$ cat config.mk
export PLATFORM = sky130hd
export DESIGN_NAME = mem_arbiter
export DESIGN_NICKNAME = d
export VERILOG_FILES = /design/src/rtl/mem_arbiter.sv
export SDC_FILE = /design/constraint.sdc
export NUM_CORES = 1
export LEC_CHECK = 0
export CORE_MARGIN = 1.5
export CORE_UTILIZATION = 47
export DETAILED_ROUTE_END_ITERATION = 7
export PLACE_DENSITY = 0.84
export SLEW_MARGIN = 20
export SYNTH_ARGS = -nofsm -noshare
export SYNTH_HDL_FRONTEND = slang
export SYNTH_SLANG_ARGS = --single-unit
$ cat constraint.sdc
create_clock -name clock -period 5.3 [get_ports clock]
set_clock_uncertainty 0.05 [all_clocks]
set_input_delay 1.325 -clock clock [delete_from_list [all_inputs] [get_ports clock]]
set_output_delay 1.325 -clock clock [all_outputs]
set_load 0.005 [all_outputs]
$ cat src/rtl/mem_arbiter.sv
// Round-robin arbiter between instruction fetch and load/store for a shared byte-lane data memory.
// Latency: request accepted at edge N, response pulse in cycle N+2; one access per 3 cycles.
// Backpressure: ready only in IDLE, at most one per cycle. Stats counters built with MEM_ARB_STATS_EN.
module mem_arbiter #(
    parameter int ADDR_W = 32,
    parameter int DATA_W = 32
) (
    input  logic              clock,
    input  logic              reset_n,
    input  logic              if_req_valid,
    input  logic [ADDR_W-1:0] if_req_addr,
    output logic              if_req_ready,
    output logic              if_resp_valid,
    output logic [DATA_W-1:0] if_resp_data,
    input  logic              d_req_valid,
    input  logic [ADDR_W-1:0] d_req_addr,
    input  logic              d_req_we,
    input  logic [1:0]        d_req_size,
    input  logic              d_req_unsigned,
    input  logic [DATA_W-1:0] d_req_wdata,
    output logic              d_req_ready,
    output logic              d_resp_valid,
    output logic [DATA_W-1:0] d_resp_data,
    output logic              d_resp_err,
    output logic [ADDR_W-1:0] mem_address,
    output logic [DATA_W-1:0] mem_write_data,
    output logic [3:0]        mem_write_enable,
    output logic              store_enable,
    input  logic [DATA_W-1:0] mem_read_data
`ifdef MEM_ARB_STATS_EN
   ,output logic [15:0]       conflict_count,
    output logic [15:0]       store_count
`endif
);

    typedef enum logic [1:0] {S_IDLE, S_ACCESS, S_RESP} state_t;

    state_t            state_q, state_d;
    logic              last_d_q, last_d_d;      // 1 when the data port won the last transfer
    logic              is_fetch_q, is_fetch_d;
    logic              we_q, we_d;
    logic              uns_q, uns_d;
    logic              err_q, err_d;
    logic [1:0]        size_q, size_d;
    logic [ADDR_W-1:0] addr_q, addr_d;
    logic [DATA_W-1:0] wdata_q, wdata_d;
    logic              if_resp_valid_q, if_resp_valid_d;
    logic              d_resp_valid_q, d_resp_valid_d;
    logic              d_resp_err_q, d_resp_err_d;
    logic [DATA_W-1:0] if_resp_data_q, if_resp_data_d;
    logic [DATA_W-1:0] d_resp_data_q, d_resp_data_d;

    logic              if_grant, d_grant, d_err_in, wr_active;
    logic [3:0]        byte_en;
    logic [7:0]        byte_sel;
    logic [15:0]       half_sel;
    logic [DATA_W-1:0] load_val;

    assign if_grant = (state_q == S_IDLE) && if_req_valid && (!d_req_valid || last_d_q);
    assign d_grant  = (state_q == S_IDLE) && d_req_valid && !if_grant;
    assign d_err_in = (d_req_size == 2'b11)
                   || ((d_req_size == 2'b01) && d_req_addr[0])
                   || ((d_req_size == 2'b10) && (d_req_addr[1:0] != 2'b00));

    always_comb begin
        byte_en  = 4'b0000;
        byte_sel = mem_read_data[7:0];
        half_sel = addr_q[1] ? mem_read_data[31:16] : mem_read_data[15:0];
        load_val = mem_read_data;
        case (addr_q[1:0])
            2'b01:   byte_sel = mem_read_data[15:8];
            2'b10:   byte_sel = mem_read_data[23:16];
            2'b11:   byte_sel = mem_read_data[31:24];
            default: byte_sel = mem_read_data[7:0];
        endcase
        case (size_q)
            2'b00: begin
                byte_en  = 4'b0001 << addr_q[1:0];
                load_val = {{24{byte_sel[7] & ~uns_q}}, byte_sel};
            end
            2'b01: begin
                byte_en  = addr_q[1] ? 4'b1100 : 4'b0011;
                load_val = {{16{half_sel[15] & ~uns_q}}, half_sel};
            end
            2'b10:   byte_en = 4'b1111;
            default: byte_en = 4'b0000;
        endcase
    end

    // Errored accesses still walk through ACCESS but never touch memory
    assign wr_active        = (state_q == S_ACCESS) && we_q && !err_q;
    assign store_enable     = wr_active;
    assign mem_write_enable = wr_active ? byte_en : 4'b0000;
    assign mem_address      = {addr_q[ADDR_W-1:2], 2'b00};

    always_comb begin
        case (size_q)
            2'b00:   mem_write_data = {4{wdata_q[7:0]}};
            2'b01:   mem_write_data = {2{wdata_q[15:0]}};
            default: mem_write_data = wdata_q;
        endcase
    end

    always_comb begin
        state_d         = state_q;
        last_d_d        = last_d_q;
        is_fetch_d      = is_fetch_q;
        we_d            = we_q;
        uns_d           = uns_q;
        err_d           = err_q;
        size_d          = size_q;
        addr_d          = addr_q;
        wdata_d         = wdata_q;
        if_resp_valid_d = 1'b0;
        d_resp_valid_d  = 1'b0;
        d_resp_err_d    = d_resp_err_q;
        if_resp_data_d  = if_resp_data_q;
        d_resp_data_d   = d_resp_data_q;
        case (state_q)
            S_IDLE: begin
                if (if_grant || d_grant) begin
                    state_d    = S_ACCESS;
                    last_d_d   = d_grant;
                    is_fetch_d = if_grant;
                    addr_d     = if_grant ? if_req_addr : d_req_addr;
                    we_d       = d_grant && d_req_we;
                    err_d      = d_grant && d_err_in;
                    size_d     = d_req_size;
                    uns_d      = d_req_unsigned;
                    wdata_d    = d_req_wdata;
                end
            end
            S_ACCESS: begin
                state_d = S_RESP;
                if (is_fetch_q) begin
                    if_resp_valid_d = 1'b1;
                    if_resp_data_d  = mem_read_data;
                end else begin
                    d_resp_valid_d = 1'b1;
                    d_resp_err_d   = err_q;
                    d_resp_data_d  = (we_q || err_q) ? '0 : load_val;
                end
            end
            default: state_d = S_IDLE;
        endcase
    end

    always_ff @(posedge clock or negedge reset_n) begin
        if (!reset_n) begin
            state_q         <= S_IDLE;
            last_d_q        <= 1'b1;
            is_fetch_q      <= 1'b0;
            we_q            <= 1'b0;
            uns_q           <= 1'b0;
            err_q           <= 1'b0;
            size_q          <= 2'b00;
            addr_q          <= '0;
            wdata_q         <= '0;
            if_resp_valid_q <= 1'b0;
            d_resp_valid_q  <= 1'b0;
            d_resp_err_q    <= 1'b0;
            if_resp_data_q  <= '0;
            d_resp_data_q   <= '0;
        end else begin
            state_q         <= state_d;
            last_d_q        <= last_d_d;
            is_fetch_q      <= is_fetch_d;
            we_q            <= we_d;
            uns_q           <= uns_d;
            err_q           <= err_d;
            size_q          <= size_d;
            addr_q          <= addr_d;
            wdata_q         <= wdata_d;
            if_resp_valid_q <= if_resp_valid_d;
            d_resp_valid_q  <= d_resp_valid_d;
            d_resp_err_q    <= d_resp_err_d;
            if_resp_data_q  <= if_resp_data_d;
            d_resp_data_q   <= d_resp_data_d;
        end
    end

    assign if_req_ready  = if_grant;
    assign d_req_ready   = d_grant;
    assign if_resp_valid = if_resp_valid_q;
    assign if_resp_data  = if_resp_data_q;
    assign d_resp_valid  = d_resp_valid_q;
    assign d_resp_data   = d_resp_data_q;
    assign d_resp_err    = d_resp_err_q;

`ifdef MEM_ARB_STATS_EN
    logic [15:0] conflict_count_q, conflict_count_d;
    logic [15:0] store_count_q, store_count_d;

    always_comb begin
        conflict_count_d = conflict_count_q;
        store_count_d    = store_count_q;
        if ((state_q == S_IDLE) && if_req_valid && d_req_valid && (conflict_count_q != 16'hFFFF))
            conflict_count_d = conflict_count_q + 16'd1;
        if (wr_active && (store_count_q != 16'hFFFF))
            store_count_d = store_count_q + 16'd1;
    end

    always_ff @(posedge clock or negedge reset_n) begin
        if (!reset_n) begin
            conflict_count_q <= '0;
            store_count_q    <= '0;
        end else begin
            conflict_count_q <= conflict_count_d;
            store_count_q    <= store_count_d;
        end
    end

    assign conflict_count = conflict_count_q;
    assign store_count    = store_count_q;
`endif

endmodule

# After elaboration in Yosys (flattened, before gate mapping)
# Cells that the tools add are included.
# W data, S select, Z words.
# classes
eq_ne	10
n_reduce_logical	24
n_shift	1
n_mux	15
bitwise_logic	4
# op_table
op	n
$pmux W32 S2	2
$mux W32	2
$pmux W8 S3	1
$mux W16	1
$pmux W4 S3	1
$eq A2 B2 Y1 const B	5
$logic_and A1 B1 Y1	10
$eq A2 B1 Y1 const B	4
$mux W4	2
$reduce_and A2 Y1	3
$logic_or A1 B1 Y1	5
$logic_not A2 Y1	2
$mux W1	4
$pmux W2 S2	1
$shl A1 B2 Y4 const A	1
$logic_not A1 Y1	3
$and A1 B1 Y1	2
$mux W2	1
$ne A2 B1 Y1 const B	1
$not A1 Y1	2
$reduce_bool A2 Y1	1
# totals
inputBits	136
elab_cells	68
ff_bits	140

# Depth between registers and ports, before layout
# Gate-level depths: netlist of the first run.
# logic_depth
ltp_word	8
ltp_mapped	7
ltp_nobuf	5

# Worst setup path after synthesis of the first run
# Ideal clock, no wire load.
# synth_path
path_kind	in2out
startpoint	input d_req_valid
endpoint	output d_req_ready
arrival_time_ns	2.128
n_path_buf	0
cell_stages	2
slack_ns	1.797
required_time_ns	3.925
path_cell_list	inv_1 -> a2111oi_1
# synth_between
elab_chain_len	5
elab_cells_between_ends	6
cone_classes	reduce/logical (6)
# synth_rtl
item	line_no	text
start, declared	15	input logic d_req_valid,
$logic_not A1 Y1	59	assign if_grant = (state_q == S_IDLE) && if_req_valid && (!d_req_valid || last_d_q);
$logic_or A1 B1 Y1	59	
$logic_and A1 B1 Y1	59	
$logic_not A1 Y1	60	assign d_grant = (state_q == S_IDLE) && d_req_valid && !if_grant;
$logic_and A1 B1 Y1 (*)	60	
end, declared	21	output logic d_req_ready,
# Mark *: on every way between the ends. The rest lies on a longest branch, timed or not.

# Worst setup path in the final report of the first run
# Ends and elaborated chain as after synthesis.

==> results of run 1 <==
==> layout make-up <==
| class | count | area (sq um) | share of cell area |
|---|---|---|---|
| clock buffers | 19 | 453 | 0.0462 |
| clock inverters | 13 | 148 | 0.0151 |
| inverters | 11 | 42.5 | 0.00434 |
| multi-input cells | 441 | 2640 | 0.269 |
| flip-flops and latches | 140 | 3500 | 0.357 |
| well taps | 180 | 225 | 0.0230 |
| repair buffers | 281 | 2790 | 0.285 |
==> synth_stat cells, drive strengths merged, types with 2 or more instances <==
cell type,n,share of area
a222oi,9,0.014
mux2i,9,0.014
nor2b,8,0.0075
nor3b,2,0.0023
dfrtp,139,0.52
nor2,37,0.022
and3b,7,0.0092
o21ai,29,0.022
nand2,196,0.11
a21oi,11,0.0083
buf,52,0.054
mux2,47,0.079
a21o,8,0.0090
a221o,18,0.029
inv,11,0.0062
a211o,7,0.010
a31oi,31,0.029
nand2b,4,0.0049
clkbuf,32,0.020
==> critical path, stage by stage <==
cell and delay (ns):
clkdlybuf4s50_1 0.55, inv_1 0.06, a2111oi_1 0.36, buf_4 0.21
clkdlybuf4s50_1 0.52
==> registers in the layout, summed over array words and instances, names as in the netlist <==
register / cells
we_q: 1
if_resp_data: 32
size_q: 2
d_resp_valid: 1
d_resp_err: 1
last_d_q: 1
err_q: 1
uns_q: 1
wdata_q: 32
state_q: 2
if_resp_valid: 1
is_fetch_q: 1
addr_q: 32
d_resp_data: 32
==> kinds of logic after synthesis <==
kind of cell / Yosys count
other: 1
AOI/OAI and AO/OA: 119
and+or+nand+nor: 263
DFF: 140
muxes: 57
buffers and inverters: 95
==> report_power, final <==
group / leakage, uW / switching (uW) / total [uW] / internal [uW]
Sequential: 0.00169 / 362 / 1940 / 1580
Combinational: 0.00240 / 1190 / 2810 / 1620
Clock: 0.000294 / 450 / 1210 / 757
==> layer usage <==
metal	global-route usage	up-vias	wire length, microns
met1	0.325	2769	7560
met3	0.0890	32	1790
met4	0.105	0	471
li1	-	2707	-
met5	0	-	0
met2	0.425	253	9060
==> through the flow <==
stage / setup WS (ns) / hold WS, ns / power (uW)
after global routing: 0.796 / 0.450 / 6370
final: 0.898 / 0.426 / 5960
after CTS: 0.892 / 0.425 / 6010
after floorplan: 1.80 / 0.390 / 3440
after global placement: 0.897 / 0.403 / 4700
after detailed placement: 0.895 / 0.411 / 4780
==> how the worst min path moves through the flow <==
stage	end	start	slack, ns	cells after the start
3_3_place_gp	wdata_q[23]	wdata_q[23]	0.40	2
5_1_grt	d_resp_data[8]	d_resp_data[8]	0.45	1
2_1_floorplan	wdata_q[16]	wdata_q[16]	0.39	2
3_5_place_dp	wdata_q[18]	wdata_q[18]	0.41	2
6_report	wdata_q[23]	wdata_q[23]	0.43	2
4_1_cts	wdata_q[23]	wdata_q[23]	0.43	2
==> summary.md, run 1 <==
| Metric | Value |
|---|---|
| DR iter-0 viols | `333` |
| Filler cells | `1033` |
| Die ar. | `0.0149 sq mm` |
| DR vias | `just under 6000` |
| Commonest cells after routing, fill and taps aside | `clkdlybuf4s50_1 (270), nand2_1 (196), dfrtp_1 (139)` |
| Clk buf depth | `2` |
| Cells after DPL | `1053` |
| Die Y | `122 microns` |
| Fin. Hold Viols | `0` |
| Synth Area in Simple Gates | `0.169` |
| Max_cap viols | `0` |
| Peak supply drop | `336 uV` |
| Initial antenna violation count | `0` |
| Reg2reg path depth | `7` |
| Vias in the first global route | `5621` |
| Final Cycle Share | `0.831` |
| Leakage | `0.00439 uW` |
| Synthesized cell area | `0.00666 sq mm` |
| # clock sinks | `140` |
| Util after Layout | `0.706` |
| Largest net degree at the start of global routing | `116` |
| Setup TNS Final | `0 ns` |
| Syn Area/Cell | `9.87 sq um` |
| Number of library cell types mapped by synthesis | `48` |
| DR WL/cell | `17.4 microns` |
| CTS HTree Levels | `4` |
| First-pass DRT Iterations | `6` |
| Main combinational cell family by area after synthesis | `simple AND/OR/NAND/NOR gates` |
| Synth Instances | `slightly below 700` |
| Min cycle time layout | `4.40 ns` |
| Rows | `43` |
| Post-Synth Adder-Cell Area | `0` |
| Inserted Clock Buffers | `17` |
| DP Area | `0.00920 sq mm` |
| Core footprint | `0.0139 sq mm` |
| Pwr dens | `608 mW/mm^2` |
| Detail Placement HPWL | `13.2 mm` |
| Detailed-route vias per instance | `5.31` |
| CP Launch Type | `input pin` |
| DRC viols | `0` |
| Fmax | `0.227 GHz` |
| Critical path arrival | `3.03 ns` |
| Crit Path Class | `input pin to output port` |
| Final Instance Area | `0.00981 sq mm` |
| Worst Setup SP | `d_req_valid` |
| Ant diodes | `0` |
| Worst-Margin Slew | `~0.95 ns` |
| Asr flop ratio synth | `1.00` |
| Seq/Total Area, Yosys | `0.526` |
| Fin. max-slew vios | `0` |
| FF-to-FF Start | `state_q[0]` |
| Complex-gate fraction of the synthesized area | `0.128` |
| Area Growth Syn to Fin | `47.2%` |
| CTS Hold Bufs | `0` |
| Commonest non-fill, non-tap cell in the layout | `clkdlybuf4s50_1` |
| ANT nets after route | `0` |
| Endpoints failing setup | `0` |
| Die X | `about 120 microns` |
| Post-CTS Setup Inserts | `0` |
| Gpl congestion | `0.827` |
| RSZ-0062 raised after global routing | `no` |
| Post-synthesis mux area share | `0.0963` |
| CP endpoint kind | `output port` |
| Share of layout cells above drive strength 1 | `0.127` |
| First-pass GRT wire length | `29.9 mm` |
| Root Driver | `clkbuf_16` |
| Seq cells post-synth | `140` |
| Tightest Hold Check Type | `register to register` |
| CTS tree | `done` |
| Worst-Skew Late Latency | `0.42 ns` |
| GR Overflow Total | `0` |
| Routed WL | `between 15 and 20 mm` |
| Initial Utilization | `0.480` |
| Crit path required time | `3.92 ns` |
| XOR/XNOR share of the synthesized area | `0` |
| R2r setup slk | `2.68 ns` |
| End of the critical path | `d_req_ready` |
| Nets | `~1000` |
| Synth warnings | `0` |
| Post-CTS Resized | `0` |
| Post-route insts no fill | `1085` |
| Reg clk slew, reported paths | `~0.060 ns` |
| Rel. slew slack | `0.369` |
| Top_reg_cell synth | `dfrtp_1` |
| CP Max Fanout | `6` |
| # IOs | `274` |
| Status | `completed` |
| Gr usage total | `0.263` |
| Worst r2r dst | `addr_q[28]` |
| Number of port buffers | `between 200 and 300` |
| Post-synth EDFFs | `0` |
(Power assumes the default switching activity.)
==> inputs of run 2 (changes only) <==
CORE_UTILIZATION = 39   (was 47)
PLACE_DENSITY = 0.74   (was 0.84)
clock period = 4 ns   (was 5.3 ns; I/O delays follow)
==> summary.md, run 2 (same netlist as run 1, synthesis figures left out) <==
| Metric | Value |
|---|---|
| R2r setup slk | `1.70 ns (-0.98 ns)` |
| Ant diodes | `0 (unchanged)` |
| Final Cycle Share | `0.944` |
| DR WL/cell | `17.0 microns (-2.4%)` |
| Fin worst setup slack | `0.226 ns (-0.673 ns)` |
| Initial antenna violation count | `0 (unchanged)` |
| Detail Placement HPWL | `13.8 mm (+4.7%)` |
| Rel. slew slack | `0.430 (+0.0610)` |
| Rows | `47 (+9.3%)` |
| Max_cap viols | `0 (unchanged)` |
| Worst-Skew Late Latency | `0.42 ns (about the same)` |
| Post-CTS Setup Inserts | `0 (unchanged)` |
| Share of layout cells above drive strength 1 | `0.133 (+0.00575)` |
| Area of the multi-input gates | `0.00264 sq mm (unchanged)` |
| Gr usage total | `0.220 (-0.0428)` |
| CTS tree | `done` |
| Gpl congestion | `0.782 (-5.4%)` |
| Fin. max-slew vios | `0 (unchanged)` |
| Reg area | `0.00350 sq mm (unchanged)` |
| Area Growth Syn to Fin | `48.2%` |
| Peak supply drop | `377 uV (+12%)` |
| Inserted Clock Buffers | `17 (unchanged)` |
| Met3 Wirelength | `1.77 mm (-1.2%)` |
| Cells after DPL | `1099 (+4.4%)` |
| DRC viols | `0 (unchanged)` |
| Post-route insts no fill | `1131 (+4.2%)` |
| Commonest cells after routing, fill and taps aside | `clkdlybuf4s50_1 (270), nand2_1 (196), dfrtp_1 (139)` |
| Filler cells | `1458 (+41%)` |
| Crit Path Class | `input pin to output port` |
| Min cycle time layout | `3.77 ns` |
| Top layer used by detailed routing | `met4` |
| First-pass GRT wire length | `30.6 mm (+2.4%)` |
| Status | `completed` |
| Routed wl met2 | `9.11 mm (+0.60%)` |
| M1 wire length | `8.14 mm (+7.6%)` |
| Initial Utilization | `0.400 (-0.0796)` |
| CTS HTree Levels | `4 (unchanged)` |
| First-pass DRT Iterations | `5 (-1)` |
| Die Y | `134 microns (+9.5%)` |
| Fmax | `around 0.26 GHz` |
| ANT nets after route | `0 (unchanged)` |
| Place WS | `0.207 ns (-0.688 ns)` |
| Routed WL | `19.2 mm (+1.7%)` |
| Leakage | `0.00439 uW (+0.11%)` |
| Clk buf depth | `2 (unchanged)` |
| Tightest Hold Check Type | `register to register` |
| Commonest non-fill, non-tap cell in the layout | `clkdlybuf4s50_1` |
| Core footprint | `0.0166 sq mm (+20%)` |
| Post-CTS Resized | `0 (unchanged)` |
| DR iter-0 viols | `335 (+0.60%)` |
| CTS Hold Bufs | `0 (unchanged)` |
| Number of port buffers | `271 (unchanged)` |
| CP Max Fanout | `2 (-4)` |
| Worst-Margin Slew | `0.852 ns (-0.0950 ns)` |
| Root Driver | `clkbuf_16` |
| Util after Layout | `0.593 (-0.113)` |
| # IOs | `274 (unchanged)` |
| Nets | `1034 (+0.58%)` |
| DP Area | `0.00932 sq mm (+1.3%)` |
| Die X | `134 microns (+9.5%)` |
| Detailed-route vias per instance | `5.02 (-5.5%)` |
| Critical path arrival | `2.72 ns (-0.31 ns)` |
| Fin. Hold Viols | `0 (unchanged)` |
| Crit path required time | `2.95 ns (-0.97 ns)` |
| CP endpoint kind | `output port` |
| Die ar. | `0.0179 sq mm (+20%)` |
| DR vias | `5674 (-1.5%)` |
| Reg clk slew, reported paths | `0.06 ns (about the same)` |
| Final Instance Area | `0.00988 sq mm (+0.71%)` |
| Pwr dens | `790 mW/mm^2 (+30%)` |
| Setup TNS Final | `0 ns (unchanged)` |
| Endpoints failing setup | `0 (unchanged)` |
| # clock sinks | `140 (unchanged)` |
| Vias in the first global route | `5564 (-1.0%)` |
| CP Launch Type | `input pin` |
| RSZ-0062 raised after global routing | `no` |
| Largest net degree at the start of global routing | `89 (-23%)` |
| GR Overflow Total | `0 (unchanged)` |
==> run 2: cell count changes in the layout (fill, tap and decap cells not counted) <==
| cell | before | now |
|---|---|---|
| buf_6 | 0 | 1 |
| clkinv_2 | 8 | 3 |
| bufinv_16 | 3 | 0 |
| buf_12 | 0 | 2 |
| inv_2 | 0 | 1 |
| buf_4 | 10 | 14 |
| clkinvlp_4 | 3 | 5 |
| clkinv_4 | 0 | 1 |
| inv_6 | 0 | 3 |
==> run 2: worst paths after layout <==
path                              from               end  cells past startpoint
max                        d_req_valid       d_req_ready                      4
min                        wdata_q[24]       wdata_q[24]                      2
min reg2reg                wdata_q[24]       wdata_q[24]                      2
min in group asynchronous      reset_n  if_resp_data[19]                      1
max reg2reg                 state_q[1]   d_resp_data[27]                      4
max in group asynchronous      reset_n          last_d_q                      2
==> run 2: power breakdown <==
group	internal, uW	leakage [uW]	switching, uW
logic	2190	0.00244	1640
clock network	844	0.000261	628
registers	2090	0.00169	411
==> run 2: metal layers <==
layer  global-route usage  vias to the layer above
met5                    0                        -
met4               0.0652                        0
met3               0.0814                       13
met2                0.352                      230
met1                0.279                     2710
li1                     -                     2721
==> run 2: critical path, cell delays in order <==
cell,delay (ns)
clkdlybuf4s50_1,0.48
inv_1,0.04
a2111oi_1,0.56
clkdlybuf4s50_1,0.64
==> run 2: layout make-up <==
type                    count  area share
clock buffers              20      0.0473
clock inverters            12     0.00887
inverters                  11     0.00418
multi-input cells         441       0.267
flip-flops and latches    140       0.355
well taps                 220      0.0279
repair buffers            287       0.289
==> run 2: metrics by stage <==
step	hold slack (ns)	power, uW
finish	0.420	7800
CTS	0.424	7900
floorplan	0.390	4550
global placement	0.402	6330
detailed placement	0.409	6390
global route	0.447	8350
